**config.mk**
```make
export PLATFORM = sky130hd
export DESIGN_NAME = xbar_result_serializer_flat
export DESIGN_NICKNAME = d
export VERILOG_FILES = /design/src/rtl/xbar_ser_pkg.sv /design/src/rtl/xbar_result_serializer_if.sv /design/src/rtl/xbar_ser_fifo.sv /design/src/rtl/xbar_result_serializer.sv /design/src/flat_wrapper.sv
export SDC_FILE = /design/constraint.sdc
export NUM_CORES = 1
export LEC_CHECK = 0
export CAP_MARGIN = 20
export CORE_UTILIZATION = 50
export DETAILED_ROUTE_END_ITERATION = 10
export PLACE_DENSITY_LB_ADDON = 0.08
export SYNTH_ARGS = -nofsm -noshare
export SYNTH_HDL_FRONTEND = slang
export SYNTH_SLANG_ARGS = --single-unit
```
**constraint.sdc**
```tcl
create_clock -name CLK -period 2.9 [get_ports CLK]
set_clock_uncertainty 0.05 [all_clocks]
set_input_delay 0.725 -clock CLK [delete_from_list [all_inputs] [get_ports CLK]]
set_output_delay 0.725 -clock CLK [all_outputs]
set_load 0.03 [all_outputs]
```
**src/rtl/xbar_ser_pkg.sv**
```systemverilog
// Shared definitions for the crossbar result serializer: geometry constants,
// the reduced-word type and the count-reduction helpers.
// Optional feature macro: XBAR_SER_SATURATE_EN. When it is defined, counts are
// clamped to the 3-bit range. When it is undefined, counts are truncated.
package xbar_ser_pkg;

    localparam int COLS  = 4;
    localparam int RBITS = 3;
    localparam int CBITS = 4;
    localparam int WBITS = COLS * RBITS;
    localparam logic [1:0] PHASE_LAST = 2'd2;

    // One queued word: reduced positive and negative column counts.
    // Column k occupies bits [3k+2:3k] of each half.
    typedef struct packed {
        logic [WBITS-1:0] pos;
        logic [WBITS-1:0] neg;
    } xbar_word_t;

    function automatic logic [RBITS-1:0] reduce_count(input logic [CBITS-1:0] count);
`ifdef XBAR_SER_SATURATE_EN
        reduce_count = (|count[CBITS-1:RBITS]) ? '1 : count[RBITS-1:0];
`else
        reduce_count = count[RBITS-1:0];
`endif
    endfunction

    // Reduce every column of a packed count bus.
    function automatic logic [WBITS-1:0] reduce_bus(input logic [COLS*CBITS-1:0] counts);
        reduce_bus = '0;
        for (int k = 0; k < COLS; k++) begin
            reduce_bus[RBITS*k +: RBITS] = reduce_count(counts[CBITS*k +: CBITS]);
        end
    endfunction

    // Pick bit 'ph' from each column; lane k carries column k.
    function automatic logic [COLS-1:0] lane_bits(input logic [WBITS-1:0] word,
                                                  input logic [1:0] ph);
        lane_bits = '0;
        for (int k = 0; k < COLS; k++) begin
            lane_bits[k] = word[RBITS*k + int'(ph)];
        end
    endfunction

endpackage

```
**src/rtl/xbar_result_serializer_if.sv**
```systemverilog
// Load handshake and serial result bus of the crossbar result serializer.
// The master side is the upstream producer and the downstream receiver.
// The slave side is the serializer.
interface xbar_result_serializer_if;
    import xbar_ser_pkg::*;

    logic                    load_valid;
    logic                    load_ready;
    logic [COLS*CBITS-1:0]   load_pos;
    logic [COLS*CBITS-1:0]   load_neg;
    logic [COLS-1:0]         posxbarsig_result_c;
    logic [COLS-1:0]         negxbarsig_result_c;
    logic                    frame_valid;
    logic                    frame_last;
    logic [1:0]              phase;

    modport master (
        output load_valid, load_pos, load_neg,
        input  load_ready, posxbarsig_result_c, negxbarsig_result_c,
               frame_valid, frame_last, phase
    );

    modport slave (
        input  load_valid, load_pos, load_neg,
        output load_ready, posxbarsig_result_c, negxbarsig_result_c,
               frame_valid, frame_last, phase
    );

endinterface

```
**src/rtl/xbar_ser_fifo.sv**
```systemverilog
// Two-entry synchronous FIFO of reduced words.
// Reset flushes the FIFO by clearing its pointers and occupancy.
// A push while full and a pop while empty are ignored.
module xbar_ser_fifo
    import xbar_ser_pkg::*;
(
    input  logic       CLK,
    input  logic       RESET,
    input  logic       push,
    input  xbar_word_t push_data,
    input  logic       pop,
    output xbar_word_t pop_data,
    output logic       full,
    output logic       empty
);

    xbar_word_t mem [2];
    logic       wr_ptr;
    logic       rd_ptr;
    logic [1:0] count;
    logic       do_push;
    logic       do_pop;

    assign full     = (count == 2'd2);
    assign empty    = (count == 2'd0);
    assign do_push  = push && !full;
    assign do_pop   = pop && !empty;
    assign pop_data = mem[rd_ptr];

    // Write storage on push.
    // NOTE: the storage array is deliberately not reset; the cleared occupancy
    // count guarantees that stale entries are never read.
    always_ff @(posedge CLK) begin
        if (do_push) begin
            mem[wr_ptr] <= push_data;
        end
    end

    // Advance the pointers and the occupancy; reset empties the FIFO.
    // NOTE: state is updated with non-blocking assignments, so every register
    // samples the values that existed before the edge.
    always_ff @(posedge CLK) begin
        if (RESET) begin
            wr_ptr <= 1'b0;
            rd_ptr <= 1'b0;
            count  <= 2'd0;
        end else begin
            if (do_push) wr_ptr <= !wr_ptr;
            if (do_pop)  rd_ptr <= !rd_ptr;
            case ({do_push, do_pop})
                2'b10:   count <= count + 2'd1;
                2'b01:   count <= count - 2'd1;
                default: count <= count;
            endcase
        end
    end

endmodule

```
**src/rtl/xbar_result_serializer.sv**
```systemverilog
// Transmit-side serializer for the crossbar compute-result bus.
// Each accepted word holds four positive and four negative 4-bit column counts.
// The word is reduced to 3 bits per column, queued in a 2-entry FIFO, and
// streamed LSB first over 3-cycle frames. Frames are aligned to a free-running
// phase counter that runs 0,1,2. A word can only start at a phase-2 edge.
// Optional feature macro: XBAR_SER_SATURATE_EN (see xbar_ser_pkg).
module xbar_result_serializer
    import xbar_ser_pkg::*;
(
    input logic                      CLK,
    input logic                      RESET,
    xbar_result_serializer_if.slave  bus
);

    logic            push;
    logic            pop;
    logic            fifo_full;
    logic            fifo_empty;
    logic            frame_end;
    xbar_word_t      push_word;
    xbar_word_t      head_word;

    logic [1:0]      phase_q,       phase_d;
    logic            frame_valid_q, frame_valid_d;
    xbar_word_t      word_q,        word_d;
    logic [COLS-1:0] pos_bits_q,    pos_bits_d;
    logic [COLS-1:0] neg_bits_q,    neg_bits_d;

    assign frame_end     = (phase_q == PHASE_LAST);
    assign bus.load_ready = !fifo_full && !RESET;
    assign push          = bus.load_valid && bus.load_ready;
    assign pop           = frame_end && !fifo_empty;
    assign push_word     = '{pos: reduce_bus(bus.load_pos), neg: reduce_bus(bus.load_neg)};

    xbar_ser_fifo u_fifo (
        .CLK       (CLK),
        .RESET     (RESET),
        .push      (push),
        .push_data (push_word),
        .pop       (pop),
        .pop_data  (head_word),
        .full      (fifo_full),
        .empty     (fifo_empty)
    );

    // Next phase, frame start/stop, and the serial bits for the next cycle.
    // NOTE: every output of this block gets a default value first, so no path
    // leaves a signal unassigned and no latch is inferred.
    always_comb begin
        phase_d       = frame_end ? 2'd0 : phase_q + 2'd1;
        frame_valid_d = frame_valid_q;
        word_d        = word_q;
        pos_bits_d    = '0;
        neg_bits_d    = '0;
        if (frame_end) begin
            frame_valid_d = pop;
            word_d        = pop ? head_word : '0;
        end
        if (frame_valid_d) begin
            pos_bits_d = lane_bits(word_d.pos, phase_d);
            neg_bits_d = lane_bits(word_d.neg, phase_d);
        end
    end

    // Output and frame registers; reset aborts any frame and restarts the phase.
    always_ff @(posedge CLK) begin
        if (RESET) begin
            phase_q       <= 2'd0;
            frame_valid_q <= 1'b0;
            word_q        <= '0;
            pos_bits_q    <= '0;
            neg_bits_q    <= '0;
        end else begin
            phase_q       <= phase_d;
            frame_valid_q <= frame_valid_d;
            word_q        <= word_d;
            pos_bits_q    <= pos_bits_d;
            neg_bits_q    <= neg_bits_d;
        end
    end

    assign bus.phase               = phase_q;
    assign bus.frame_valid         = frame_valid_q;
    assign bus.frame_last          = frame_valid_q && frame_end;
    assign bus.posxbarsig_result_c = pos_bits_q;
    assign bus.negxbarsig_result_c = neg_bits_q;

endmodule

```
**src/flat_wrapper.sv**
```systemverilog
// flat-port wrapper written by rule: the top's interface ports become plain ports
module xbar_result_serializer_flat import xbar_ser_pkg::*;
  (CLK, RESET, bus_load_valid, bus_load_pos, bus_load_neg, bus_load_ready, bus_posxbarsig_result_c, bus_negxbarsig_result_c, bus_frame_valid, bus_frame_last, bus_phase);
  xbar_result_serializer_if bus_i ();
  input logic CLK;
  input logic RESET;
  input wire logic [$bits(bus_i.load_valid)-1:0] bus_load_valid;
  input wire logic [$bits(bus_i.load_pos)-1:0] bus_load_pos;
  input wire logic [$bits(bus_i.load_neg)-1:0] bus_load_neg;
  output wire logic [$bits(bus_i.load_ready)-1:0] bus_load_ready;
  output wire logic [$bits(bus_i.posxbarsig_result_c)-1:0] bus_posxbarsig_result_c;
  output wire logic [$bits(bus_i.negxbarsig_result_c)-1:0] bus_negxbarsig_result_c;
  output wire logic [$bits(bus_i.frame_valid)-1:0] bus_frame_valid;
  output wire logic [$bits(bus_i.frame_last)-1:0] bus_frame_last;
  output wire logic [$bits(bus_i.phase)-1:0] bus_phase;
  assign bus_i.load_valid = bus_load_valid;
  assign bus_i.load_pos = bus_load_pos;
  assign bus_i.load_neg = bus_load_neg;
  assign bus_load_ready = bus_i.load_ready;
  assign bus_posxbarsig_result_c = bus_i.posxbarsig_result_c;
  assign bus_negxbarsig_result_c = bus_i.negxbarsig_result_c;
  assign bus_frame_valid = bus_i.frame_valid;
  assign bus_frame_last = bus_i.frame_last;
  assign bus_phase = bus_i.phase;
  xbar_result_serializer u_core (.CLK(CLK), .RESET(RESET), .bus(bus_i));
endmodule
```
==> Word level (Yosys, flattened, before mapping) <==
Memories as Yosys holds them, arrays and structs flattened. A register that Yosys moved wholly into a read port is not among the register bits.
Cells that the tools add are included.
{ "totals": {"n_memories": 1, "register_bits": 39, "output_inout_bits": 13, "in_bits": 35, "mem_bits_rw": 48} }
{ "memory_table": {"columns": ["memory", "depth", "width", "read_ports", "rd_ports_with_merged_regs", "write_ports", "line", "text"], "rows": [
  ["u_core.u_fifo.mem", 2, 24, 1, 1, 1, "xbar_ser_fifo.sv:17", "xbar_word_t mem [2];"]
]} }
{ "classes": {"n_reduce_logical": 14, "mux": 31, "add_sub_neg": 6, "eq_ne": 4, "magnitude_cmp": 4, "bitwise": 1} }
{ "ops": {"columns": ["op", "n"], "rows": [
  ["< comparator 32 x 6 -> 1 bit (second input constant)", 3],
  ["2-to-1 mux 24 bit", 2],
  ["binary-select mux 1 bit (select 4 bit)", 6],
  ["2-to-1 mux 1 bit", 19],
  ["equality test 2 bit (second input constant)", 3],
  ["logical AND 1 bit", 6],
  ["adder 4 x 2 -> 5 bit (first input constant)", 1],
  ["logical NOT 1 bit", 5],
  ["< comparator 2 x 5 -> 1 bit (second input constant)", 1],
  ["adder 2 x 1 -> 2 bit (second input constant)", 2],
  ["adder 3 x 2 -> 4 bit (first input constant)", 1],
  ["binary-select mux 1 bit (select 2 bit)", 2],
  ["one-hot mux 2 bit (2 select lines)", 1],
  ["adder 2 x 2 -> 3 bit (first input constant)", 1],
  ["equality test 2 x 1 -> 1 bit (second input constant)", 1],
  ["logical NOT 2 bit", 1],
  ["2-to-1 mux 2 bit", 1],
  ["nonzero test 2 bit", 1],
  ["OR reduction 2 bit", 1],
  ["subtractor 2 x 1 -> 2 bit (second input constant)", 1],
  ["inverter 1 bit", 1]
]} }

==> Logic depth before layout (Yosys ltp) <==
Gate-level depths: netlist of the first run.
{ "logic_depth": {"depth_word": 8, "depth_mapped": 9} }

==> Hierarchy <==
From an unflattened synthesis of the first run, not the netlist that was laid out.
{ "unflattened": {"cells_unflattened": 304, "hier_area_um2": 3659.8} }
{ "modules_own_cells": {"columns": ["mod", "seq_area_each_um2", "area_each_um2", "n_inst", "cells_per_inst"], "rows": [
  ["xbar_ser_fifo", 1541.5, 1949.4, 1, 101],
  ["xbar_result_serializer", 700.7, 1710.4, 1, 203]
]} }

==> Worst setup path after synthesis of the first run <==
Ideal clock, no wire load.
{ "synth_path": {"path_kind": "input -> register", "startpoint": "in RESET", "endpoint": "mem u_core.u_fifo.mem[0][0] (netlist name) (enable)", "setup_ns": 0.405, "cell_stages": 4, "path_slack_ns": -0.248, "t_arrival_ns": 2.693, "path_cell_list": "clkbuf_1 > a21oi_1 > nand2_1 > nor2_1"} }
{ "synth_via": {"elab_chain_len": 6} }
{ "synth_lines": {"columns": ["element", "line", "text"], "rows": [
  ["start: declaration", "flat_wrapper.sv:6", "input logic RESET;"],
  ["logical NOT 1 bit", "xbar_result_serializer.sv:30", "assign bus.load_ready = !fifo_full && !RESET;"],
  ["logical AND 1 bit", "xbar_result_serializer.sv:30", null],
  ["net bus_load_ready", "flat_wrapper.sv:10", "output wire logic [$bits(bus_i.load_ready)-1:0] bus_load_ready;"],
  ["logical AND 1 bit", "xbar_result_serializer.sv:31", "assign push = bus.load_valid && bus.load_ready;"],
  ["logical AND 1 bit", "xbar_ser_fifo.sv:26", "assign do_push = push && !full;"],
  ["2-to-1 mux 1 bit", "xbar_ser_fifo.sv:34", "if (do_push) begin"],
  ["2-to-1 mux 1 bit (not written as such)", "xbar_ser_fifo.sv:35", "mem[wr_ptr] <= push_data;"],
  ["end: declaration", "xbar_ser_fifo.sv:17", null]
]} }
The timed path passes the listed nets, and every way through them passes these cells.

==> Worst setup path in the final report of the first run <==
{ "layout_path": {"startpoint": "reg u_core.phase_q[0] (netlist: u_core.bus.phase[0])", "endpoint": "out bus_frame_last"} }
{ "layout_via": {"elab_chain_len": 2} }
{ "layout_lines": {"columns": ["element", "line", "text"], "rows": [
  ["start: declaration", "xbar_result_serializer.sv:23", "logic [1:0] phase_q, phase_d;"],
  ["start signal: assignment", "xbar_result_serializer.sv:74", "phase_q <= phase_d;"],
  ["equality test 2 bit", "xbar_result_serializer.sv:29", "assign frame_end = (phase_q == PHASE_LAST);"],
  ["logical AND 1 bit", "xbar_result_serializer.sv:84", "assign bus.frame_last = frame_valid_q && frame_end;"],
  ["end: declaration", "flat_wrapper.sv:14", "output wire logic [$bits(bus_i.frame_last)-1:0] bus_frame_last;"]
]} }
Every way passes these cells.

==> summary.txt, run 1 <==
Layout Cells excl Fill -> 404
core area -> 6460 µm²
most common cell after layout, fill and taps aside -> edfxtp_1
first drt pass iteration count -> 6
largest net degree at the start of global routing -> 33
most frequent cells in the layout -> edfxtp_1 (48), nor2_1 (43), dfxtp_1 (40)
CTS tree -> yes
Mapped Area -> 3420 µm²
I/O pin count -> 48
Relative slew margins -> 0.724
Slew Limit Fails -> 0
Num CTS Buffers -> 9
Clock Sinks -> 88
setup TNS -> 0 ps
Vias -> 2215
CP peak stage delay -> 580 ps
Seq cells post-synth -> 88
worst setup margin -> 159 ps
Port Buf Inserts -> 39
actual slew at the worst max-slew pin -> 413 ps
first-pass GRT wire length -> 10400 µm
Multi-input gate area -> 1080 µm²
Max Fclk -> 365 MHz
# Max-Cap Violations -> 0
fin crit period -> 2740 ps
worst vdd ir -> 0.000411 V
final-layout fill cell count -> 534
Die ar. -> 7170 µm²
CP arrival -> 1970 ps
CTS clk-pin slew, worst paths -> 80 ps
GPL Wtd Cong -> 0.748
Antenna Cells -> 0
drt wl/cell -> 15.4 µm
Mean Syn Cell Area -> 12.2 µm²
CTS Root Buffer Type -> clkbuf_8
Post-Syn Instances -> 279
final WL -> 6230 µm
area delta synth->final -> 21.8%
Critical Path Source Type -> register
Final Hold Fails -> 0
antenna violations before repair -> 0
overall power -> 2.69 mW
Setup-failing EPs final -> 0
total gr overflow -> 0
placed insts -> 388
asr flop ratio synth -> 0
gr usage total -> 0.195
DRC -> 0
worst skew pair latency -> 350 ps
vias in the first global route -> 2133
Min Hold Slack -> 435 ps
chip width -> 84.7 µm
Initial Util -> 0.529
CP endpoint kind -> output port
CP required -> 2120 ps
Resized cells post-CTS -> 0
Final ANT Viol Nets -> 0
# Post-CTS Setup Buffers -> 0
yosys synthesis warning count -> 0
final net count -> 360
share of layout cells above drive strength 1 -> 0.119
status -> finished clean
post-synthesis sequential area ratio -> 0.656
Hold-fix buffers, CTS -> 0
Clock Tree Buf Depth -> 2
Synth cell types -> 38
pwr/cell area -> 647 nW/µm²
Site Rows -> 29
Hold WC Path Type -> register to register
post-place setup slack -> 428 ps
Final HPWL DP -> 4100 µm
Tcrit/Tclk final -> 0.945
CTS HTree Levels -> 3
via/cell ratio -> 5.48
Die Ht -> 84.7 µm
Synth Net Count -> 317
worst-path fanout max -> 14
Post-synth EDFFs -> 48
Reg area -> 2240 µm²
RSZ-0062 raised after global routing -> no
Slowest-stage cell, CP -> dfxtp_1
worst path cell trace -> and2b_2, and2_1, clkdlybuf4s50_1
Leak Pwr -> 1.44 nW
dominant synthesized flop cell -> edfxtp_1
Starting DRT DRC Count -> 99
WS Path Type -> register to output port
==> cells by family (layout without fill, tap and decap cells) <==
logic type,Yosys count,after routing,share of synthesized area
flops,88,88,0.656
buf+inv,22,70,0.0289
simple gates,80,80,0.106
fa+ha+maj,3,3,0.0110
xor+xnor,4,4,0.0103
mux,24,24,0.0718
compound gates,58,58,0.116
==> Yosys cell counts, types with 6 or more instances <==
cell type,instances,area [µm²]
nor2_1,44,165
a211oi_1,8,60.1
edfxtp_1,48,1440
nand2_1,9,33.8
nor2b_1,8,50.1
nand3_1,6,30.0
clkbuf_1,7,26.3
dfxtp_1,40,801
o21ai_0,8,40.0
buf_2,7,35.0
a21oi_1,22,110
mux2i_1,20,200
==> metrics by stage <==
step	instance area (µm²)	util
after global routing	4160	0.644
final	4160	0.644
after detailed placement	3900	0.604
after floorplan	3420	-
after global placement	3900	0.604
after CTS	4160	0.644
==> cell type report <==
cell class                 instances  share of cell area
inverter                           5             0.00541
multi-input combinational        169               0.259
clock buffer                      10              0.0307
timing repair buffer              49               0.111
tap                               77              0.0232
sequential                        88               0.539
clock inverter                     6              0.0316
==> report_power, final <==
| part | internal [mW] | switching (mW) |
|---|---|---|
| combinational | 0.109 | 0.139 |
| sequential | 1.35 | 0.0196 |
| clock | 0.657 | 0.411 |
| total | 2.12 | 0.569 |
==> layer usage <==
metal  GRT usage  vias to the layer above  share of wire
met5           0                        -              0
met4      0.0847                        0          0.013
met3      0.0501                        7          0.042
met2       0.313                       56           0.49
met1       0.252                     1067           0.45
li1            -                     1085              -
==> state kept, by name, indices dropped and copies added, names as in the netlist, named ones only <==
name	flops
u_core.bus.frame_valid	1
u_core.bus.negxbarsig_result_c	4
u_core.bus.phase	2
u_core.bus.posxbarsig_result_c	4
u_core.u_fifo.count	2
u_core.u_fifo.mem	48
u_core.u_fifo.rd_ptr	1
u_core.u_fifo.wr_ptr	1
u_core.word_q	24
==> critical path: cells and delay by family, from the launching register on <==
| family | cells | cell delay (ps) |
|---|---|---|
| AND/OR/NAND/NOR | 2 | 460 |
| flip-flops | 1 | 580 |
| buffers and inverters | 1 | 580 |
==> final timing paths <==
| path | from | end | slack, ps | cells past startpoint |
|---|---|---|---|---|
| setup / recovery | u_core.bus.phase[0] | bus_frame_last | 160 | 3 |
| hold / removal | u_core.word_q[13] | u_core.word_q[13] | 430 | 2 |
| setup reg to reg | u_core.bus.phase[0] | u_core.bus.negxbarsig_result_c[1] | 640 | 7 |
| hold reg to reg | u_core.word_q[13] | u_core.word_q[13] | 430 | 2 |
No activity file was read; power rests on OpenSTA's default activity.
==> run 2: changes to the inputs <==
--- a/config.mk
+++ b/config.mk
@@ -5,6 +5,7 @@
 export SDC_FILE = /design/constraint.sdc
 export NUM_CORES = 1
 export LEC_CHECK = 0
+export ABC_AREA = 1
 export CAP_MARGIN = 20
 export CORE_UTILIZATION = 50
 export DETAILED_ROUTE_END_ITERATION = 10
@@ -12,3 +13,4 @@
 export SYNTH_ARGS = -nofsm -noshare
 export SYNTH_HDL_FRONTEND = slang
 export SYNTH_SLANG_ARGS = --single-unit
+export TNS_END_PERCENT = 30
==> run 2 against run 1 <==
  * Power is 12% lower
  * Sequential power about the same
  * Fmax decreased by 0.22%
  * Sequential cell count stayed put
  * Core utilization down 2.5 points
  * Global-route usage up 0.74 points
  * Worst hold slack worse by 29 ps
  * Critical path depth is the same
  * Non-clock buffer count shrank 4
  * Highest routed layer unchanged
==> summary.txt, run 2 <==
Die ar. -> 7600 µm² (+6.0%)
Initial Util -> 0.525 (-0.00386)
worst vdd ir -> 0.000311 V (-24%)
most common cell after layout, fill and taps aside -> nand2_1
Final HPWL DP -> 4570 µm (+12%)
Synth cell types -> 32 (-16%)
worst skew pair latency -> 350 ps (about the same)
WS Path Type -> register to output port
Mapped Area -> 3630 µm² (+6.2%)
CTS clk-pin slew, worst paths -> 80 ps (about the same)
area delta synth->final -> 18.0%
CTS Root Buffer Type -> clkbuf_8
Critical Path Source Type -> register
asr flop ratio synth -> 0 (unchanged)
GPL Wtd Cong -> 0.897 (+20%)
post-synthesis sequential area ratio -> 0.618 (-0.0381)
chip width -> 87.2 µm (+3.0%)
Antenna Cells -> 0 (unchanged)
DRC -> 0 (unchanged)
post-layout util -> 0.620 (-0.0246)
most frequent cells in the layout -> nand2_1 (117), edfxtp_1 (48), dfxtp_1 (40)
largest cells by area after synthesis -> edfxtp_1 (40%), dfxtp_1 (22%), nand2_1 (12%)
final net count -> 455 (+26%)
placed insts -> 502 (+29%)
Hold WC Path Type -> register to register
Max Fclk -> 364 MHz (-0.22%)
Num CTS Buffers -> 9 (unchanged)
post-synth top area share -> 0.398 (-0.0245)
Synth top cells by count -> nand2_1 (117), edfxtp_1 (48), dfxtp_1 (40), nor2_1 (31), inv_1 (29)
flip-flop count of the largest register after layout -> 48 (unchanged)
biggest regs -> u_core.u_fifo.mem: 48 flops, u_core.word_q: 24 flops
CP arrival -> 1970 ps (about the same)
CP peak stage delay -> 670 ps (+90 ps)
Port Buf Inserts -> 39 (unchanged)
Die Ht -> 87.2 µm (+3.0%)
final WL -> 6800 µm (+9.2%)
Final ANT Viol Nets -> 0 (unchanged)
total gr overflow -> 0 (unchanged)
Hold-fix buffers, CTS -> 0 (unchanged)
Slowest-stage cell, CP -> clkdlybuf4s50_1
antenna violations before repair -> 0 (unchanged)
Final Hold Fails -> 0 (unchanged)
Slew Limit Fails -> 0 (unchanged)
Resized cells post-CTS -> 0 (unchanged)
Clock Tree Buf Depth -> 2 (unchanged)
drt wl/cell -> 13.1 µm (-15%)
worst-path fanout max -> 22 (+8)
CTS tree -> yes
# Post-CTS Setup Buffers -> 0 (unchanged)
first drt pass iteration count -> 4 (-2)
Layout Cells excl Fill -> 518 (+28%)
Leak Pwr -> 1.69 nW (+17%)
critical path buffer and inverter count -> 1 (unchanged)
core area -> 6910 µm² (+6.9%)
# Max-Cap Violations -> 0 (unchanged)
Setup-failing EPs final -> 0 (unchanged)
largest net degree at the start of global routing -> 29 (-12%)
Clock Sinks -> 88 (unchanged)
gr usage total -> 0.202 (+0.00744)
vias in the first global route -> 2364 (+11%)
dominant synthesized flop cell -> edfxtp_1
CTS HTree Levels -> 3 (unchanged)
most common cell in the netlist -> nand2_1
share of layout cells above drive strength 1 -> 0.104 (-0.0150)
Post-synth EDFFs -> 48 (unchanged)
yosys synthesis warning count -> 0 (unchanged)
Post-Syn Instances -> 376 (+35%)
Seq cells post-synth -> 88 (unchanged)
worst path cell trace -> nand2_8, nor2_1, clkdlybuf4s50_1
CP required -> 2120 ps (about the same)
Synth Net Count -> 414 (+31%)
Vias -> 2572 (+16%)
Site Rows -> 30 (+3.4%)
Min Hold Slack -> 406 ps (-28.7 ps)
Tcrit/Tclk final -> 0.947 (+0.00212)
Top reg by flops -> u_core.u_fifo.mem
Top Family by Delay on Critical Path -> buffers and inverters
status -> finished clean
first-pass GRT wire length -> 11300 µm (+8.4%)
RSZ-0062 raised after global routing -> no
I/O pin count -> 48 (unchanged)
pwr/cell area -> 554 nW/µm² (-14%)
CP endpoint kind -> output port
top cell type by total area after synthesis -> edfxtp_1
actual slew at the worst max-slew pin -> 474 ps (+61.4 ps)
Mean Syn Cell Area -> 9.64 µm² (-21%)
via/cell ratio -> 4.97 (-9.4%)
Relative slew margins -> 0.683 (-0.0410)
Starting DRT DRC Count -> 148 (+49%)
fin crit period -> 2750 ps (+6.14 ps)
[run 2: cell types whose count changed in the layout (fill, tap and decap cells not counted), moves of 6 or more]
| cell | change |
|---|---|
| nand3_1 | +19 |
| nand2_1 | +108 |
| inv_1 | +26 |
| nor2_1 | -14 |
| nor2b_1 | -8 |
| a211oi_1 | -8 |
| buf_4 | -6 |
| mux2i_1 | -18 |
[run 2: final cells by class]
| cell class | instances | area (µm²) |
|---|---|---|
| clock buffers | 10 | 128 |
| clock inverters | 6 | 45.0 |
| fillers | 616 | 2630 |
| inverters | 33 | 126 |
| multi-input cells | 240 | 1160 |
| flip-flops and latches | 88 | 2240 |
| well taps | 96 | 120 |
| repair buffers | 45 | 458 |
[run 2: final timing paths]
kind	startpoint	to	slack, ps	depth (start not counted)
setup / recovery	u_core.bus.phase[1]	bus_frame_last	150	3
hold / removal	u_core.u_fifo.rd_ptr	register	410	1
setup reg to reg	u_core.bus.phase[1]	u_core.u_fifo.count[1]	830	6
hold reg to reg	u_core.u_fifo.rd_ptr	register	410	1
[run 2: layer usage]
layer | GRT usage | share of wire | up-vias
li1 | - | - | 1317
met1 | 0.272 | 0.48 | 1183
met2 | 0.316 | 0.46 | 60
met3 | 0.0408 | 0.036 | 12
met4 | 0.0969 | 0.022 | 0
met5 | 0 | 0 | -
[run 2: cell families (layout without fill, tap and decap cells)]
kind of cell               count (synthesis)  after routing  synth area share
and+or+nand+nor                          191            191             0.227
DFF                                       88             88             0.618
buffers and inverters                     48             94            0.0631
AOI/OAI and AO/OA                         44             44            0.0752
adders and majority gates                  3              3            0.0104
muxes                                      2              2           0.00552
[run 2: where the power goes]
part / internal (mW) / switching (mW) / total, mW
combinational: 0.102 / 0.159 / 0.261
sequential: 1.35 / 0.0170 / 1.37
clock: 0.314 / 0.429 / 0.743
[run 2: through the flow]
step | TNS (ps) | worst slack (ps) | power (mW) | cell area [µm²]
2_1_floorplan | -14880 | -310 | 1.57 | 3630
3_3_place_gp | 0 | 497 | 1.66 | 4110
3_5_place_dp | 0 | 475 | 1.66 | 4110
4_1_cts | 0 | 128 | 2.39 | 4280
5_1_grt | 0 | 30.8 | 2.48 | 4280
6_report | 0 | 153 | 2.37 | 4280
==> run 3: changes to the inputs <==
--- a/config.mk
+++ b/config.mk
@@ -7,7 +7,7 @@
 export LEC_CHECK = 0
 export ABC_AREA = 1
 export CAP_MARGIN = 20
-export CORE_UTILIZATION = 50
+export CORE_UTILIZATION = 54
 export DETAILED_ROUTE_END_ITERATION = 10
 export PLACE_DENSITY_LB_ADDON = 0.08
 export SYNTH_ARGS = -nofsm -noshare
==> run 3 against run 2 <==
  * The run now ends with design-rule violations left
  * Register-to-register slack hardly changed
  * Power grew 12%
  * Critical path depth unchanged
  * Non-clock buffer count increased by 1
  * Critical path type unchanged
  * Critical endpoint unchanged
==> summary.txt, run 3 (synthesized netlist as in run 2, its figures left out) <==
status -> finished with violations
failing checks -> design-rule violations
CP arrival -> 2000 ps (+30 ps)
Slew Limit Fails -> 0 (unchanged)
crit path launch -> u_core.bus.phase[1]
final-layout fill cell count -> 548 (-11%)
setup TNS -> 0 ps (unchanged)
Setup-failing EPs final -> 0 (unchanged)
chip width -> 83.9 µm (-3.7%)
worst setup margin -> 123 ps (-30.4 ps)
Final HPWL DP -> 4610 µm (+0.86%)
GPL Wtd Cong -> 0.860 (-4.1%)
Top reg by flops -> u_core.u_fifo.mem
CTS tree -> yes
biggest regs -> u_core.u_fifo.mem: 48 flops, u_core.word_q: 24 flops
Vias -> 2584 (+0.47%)
share of layout cells above drive strength 1 -> 0.111 (+0.00685)
Hold-fix buffers, CTS -> 0 (unchanged)
Reg2Reg Depth -> 10 (+4)
worst skew pair latency -> 350 ps (about the same)
pwr/cell area -> 615 nW/µm² (+11%)
worst vdd ir -> 0.000339 V (+9.1%)
Clock Tree Buf Depth -> 2 (unchanged)
drt wl/cell -> 13.5 µm (+3.1%)
total gr overflow -> 0 (unchanged)
final net count -> 456 (+0.22%)
CTS HTree Levels -> 3 (unchanged)
Final ANT Viol Nets -> 0 (unchanged)
area delta synth->final -> 19.0%
CTS Root Buffer Type -> clkbuf_8
Die Ht -> 83.9 µm (-3.7%)
actual slew at the worst max-slew pin -> 481 ps (+6.41 ps)
Resized cells post-CTS -> 0 (unchanged)
# Post-CTS Setup Buffers -> 0 (unchanged)
first-pass GRT wire length -> 11400 µm (+0.55%)
Metal-1 WL -> 3200 µm (-1.8%)
first drt pass iteration count -> 8 (+4)
critical path depth -> 3 (unchanged)
worst path cell trace -> nand2_8, nor2_1, clkdlybuf4s50_1
worst-path fanout max -> 22 (unchanged)
Antenna Cells -> 0 (unchanged)
Starting DRT DRC Count -> 184 (+24%)
core area -> 6420 µm² (-7.0%)
I/O pin count -> 48 (unchanged)
Site Rows -> 29 (-3.3%)
post-place setup slack -> 486 ps (+11.6 ps)
overall power -> 2.65 mW (+12%)
placed insts -> 484 (-3.6%)
largest net degree at the start of global routing -> 29 (unchanged)
Reg area -> 2240 µm² (unchanged)
HP Start -> u_core.u_fifo.rd_ptr
Leak Pwr -> 1.73 nW (+2.6%)
CP endpoint kind -> output port
r2r setup slk -> 830 ps (about the same)
Clock Sinks -> 88 (unchanged)
Reg-to-Reg End -> u_core.bus.negxbarsig_result_c[1]
CP required -> 2120 ps (about the same)
DR top layer -> met4
Max Fclk -> 360 MHz (-1.1%)
routed length on met2 -> 3220 µm (+2.5%)
final WL -> 6770 µm (-0.51%)
Port Buf Inserts -> 39 (unchanged)
most common cell after layout, fill and taps aside -> nand2_1
Tcrit/Tclk final -> 0.958 (+0.0105)
critical path buffer and inverter count -> 1 (unchanged)
gr usage total -> 0.211 (+0.00891)
WS Path Type -> register to output port
Initial Util -> 0.565 (+0.0396)
Top Family by Delay on Critical Path -> buffers and inverters
Relative slew margins -> 0.679 (-0.00428)
vias in the first global route -> 2380 (+0.68%)
Die ar. -> 7050 µm² (-7.2%)
routed length on met3 -> 235 µm (-5.2%)
fin crit period -> 2780 ps (+30.4 ps)
Worst setup endpoint -> bus_frame_last
most frequent cells in the layout -> nand2_1 (117), edfxtp_1 (48), dfxtp_1 (40)
DRC -> 4 (+4)
Num CTS Buffers -> 9 (unchanged)
CP peak stage delay -> 680 ps (about the same)
Slowest-stage cell, CP -> clkdlybuf4s50_1
Hold WC Path Type -> register to register
R2R Path Start -> u_core.bus.phase[1]
Final Hold Fails -> 0 (unchanged)
Critical Path Source Type -> register
# Max-Cap Violations -> 0 (unchanged)
CTS clk-pin slew, worst paths -> 90 ps (about the same)
via/cell ratio -> 5.17 (+4.1%)
RSZ-0062 raised after global routing -> no
Multi-input gate area -> 1160 µm² (unchanged)
Layout Cells excl Fill -> 500 (-3.5%)
antenna violations before repair -> 0 (unchanged)
flip-flop count of the largest register after layout -> 48 (unchanged)
-- run 3: changes by cell type in the layout (fill, tap and decap cells not counted) --
cell	before	now
clkbuf_1	1	0
clkinv_1	1	0
buf_12	2	0
bufinv_16	0	3
clkinvlp_4	2	0
clkinv_4	2	1
buf_4	5	8
inv_6	1	3
-- run 3: per-layer routing --
| layer | track usage | vias up |
|---|---|---|
| met2 | 0.341 | 59 |
| li1 | - | 1323 |
| met3 | 0.0386 | 10 |
| met5 | 0 | - |
| met4 | 0.0893 | 0 |
| met1 | 0.281 | 1192 |
-- run 3: layout make-up --
type / instances / area share
multi-input cells: 240 / 0.269
clock buffers: 9 / 0.0287
well taps: 77 / 0.0223
flip-flops and latches: 88 / 0.520
repair buffers: 46 / 0.102
inverters: 33 / 0.0293
clock inverters: 7 / 0.0290
-- run 3: worst reg2reg max path, delay by kind of cell, from the launching register on --
| kind | cells | cell delay [ps] |
|---|---|---|
| flops | 1 | 630 |
| buf+inv | 3 | 520 |
| simple gates | 6 | 500 |
| fa+ha+maj | 1 | 320 |
-- run 3: power breakdown --
part	switching, mW	internal, mW
clock	0.442	0.583
sequential	0.0177	1.35
combinational	0.159	0.0995
-- run 3: per-stage QoR --
stage	area, µm²	hold slack [ps]	util
after CTS	4310	413	0.672
final	4310	411	0.672
after global routing	4310	440	0.672
after floorplan	3630	375	-
after global placement	4070	386	0.633
after detailed placement	4070	397	0.633
-- run 3: how the worst min path moves through the flow --
stage,end,slack [ps],cells after the start
detailed placement,u_core.u_fifo.rd_ptr,400,1
global placement,u_core.u_fifo.rd_ptr,390,1
floorplan,register,380,1
CTS,u_core.u_fifo.rd_ptr,410,1
global route,u_core.u_fifo.rd_ptr,440,1
finish,u_core.u_fifo.rd_ptr,410,1
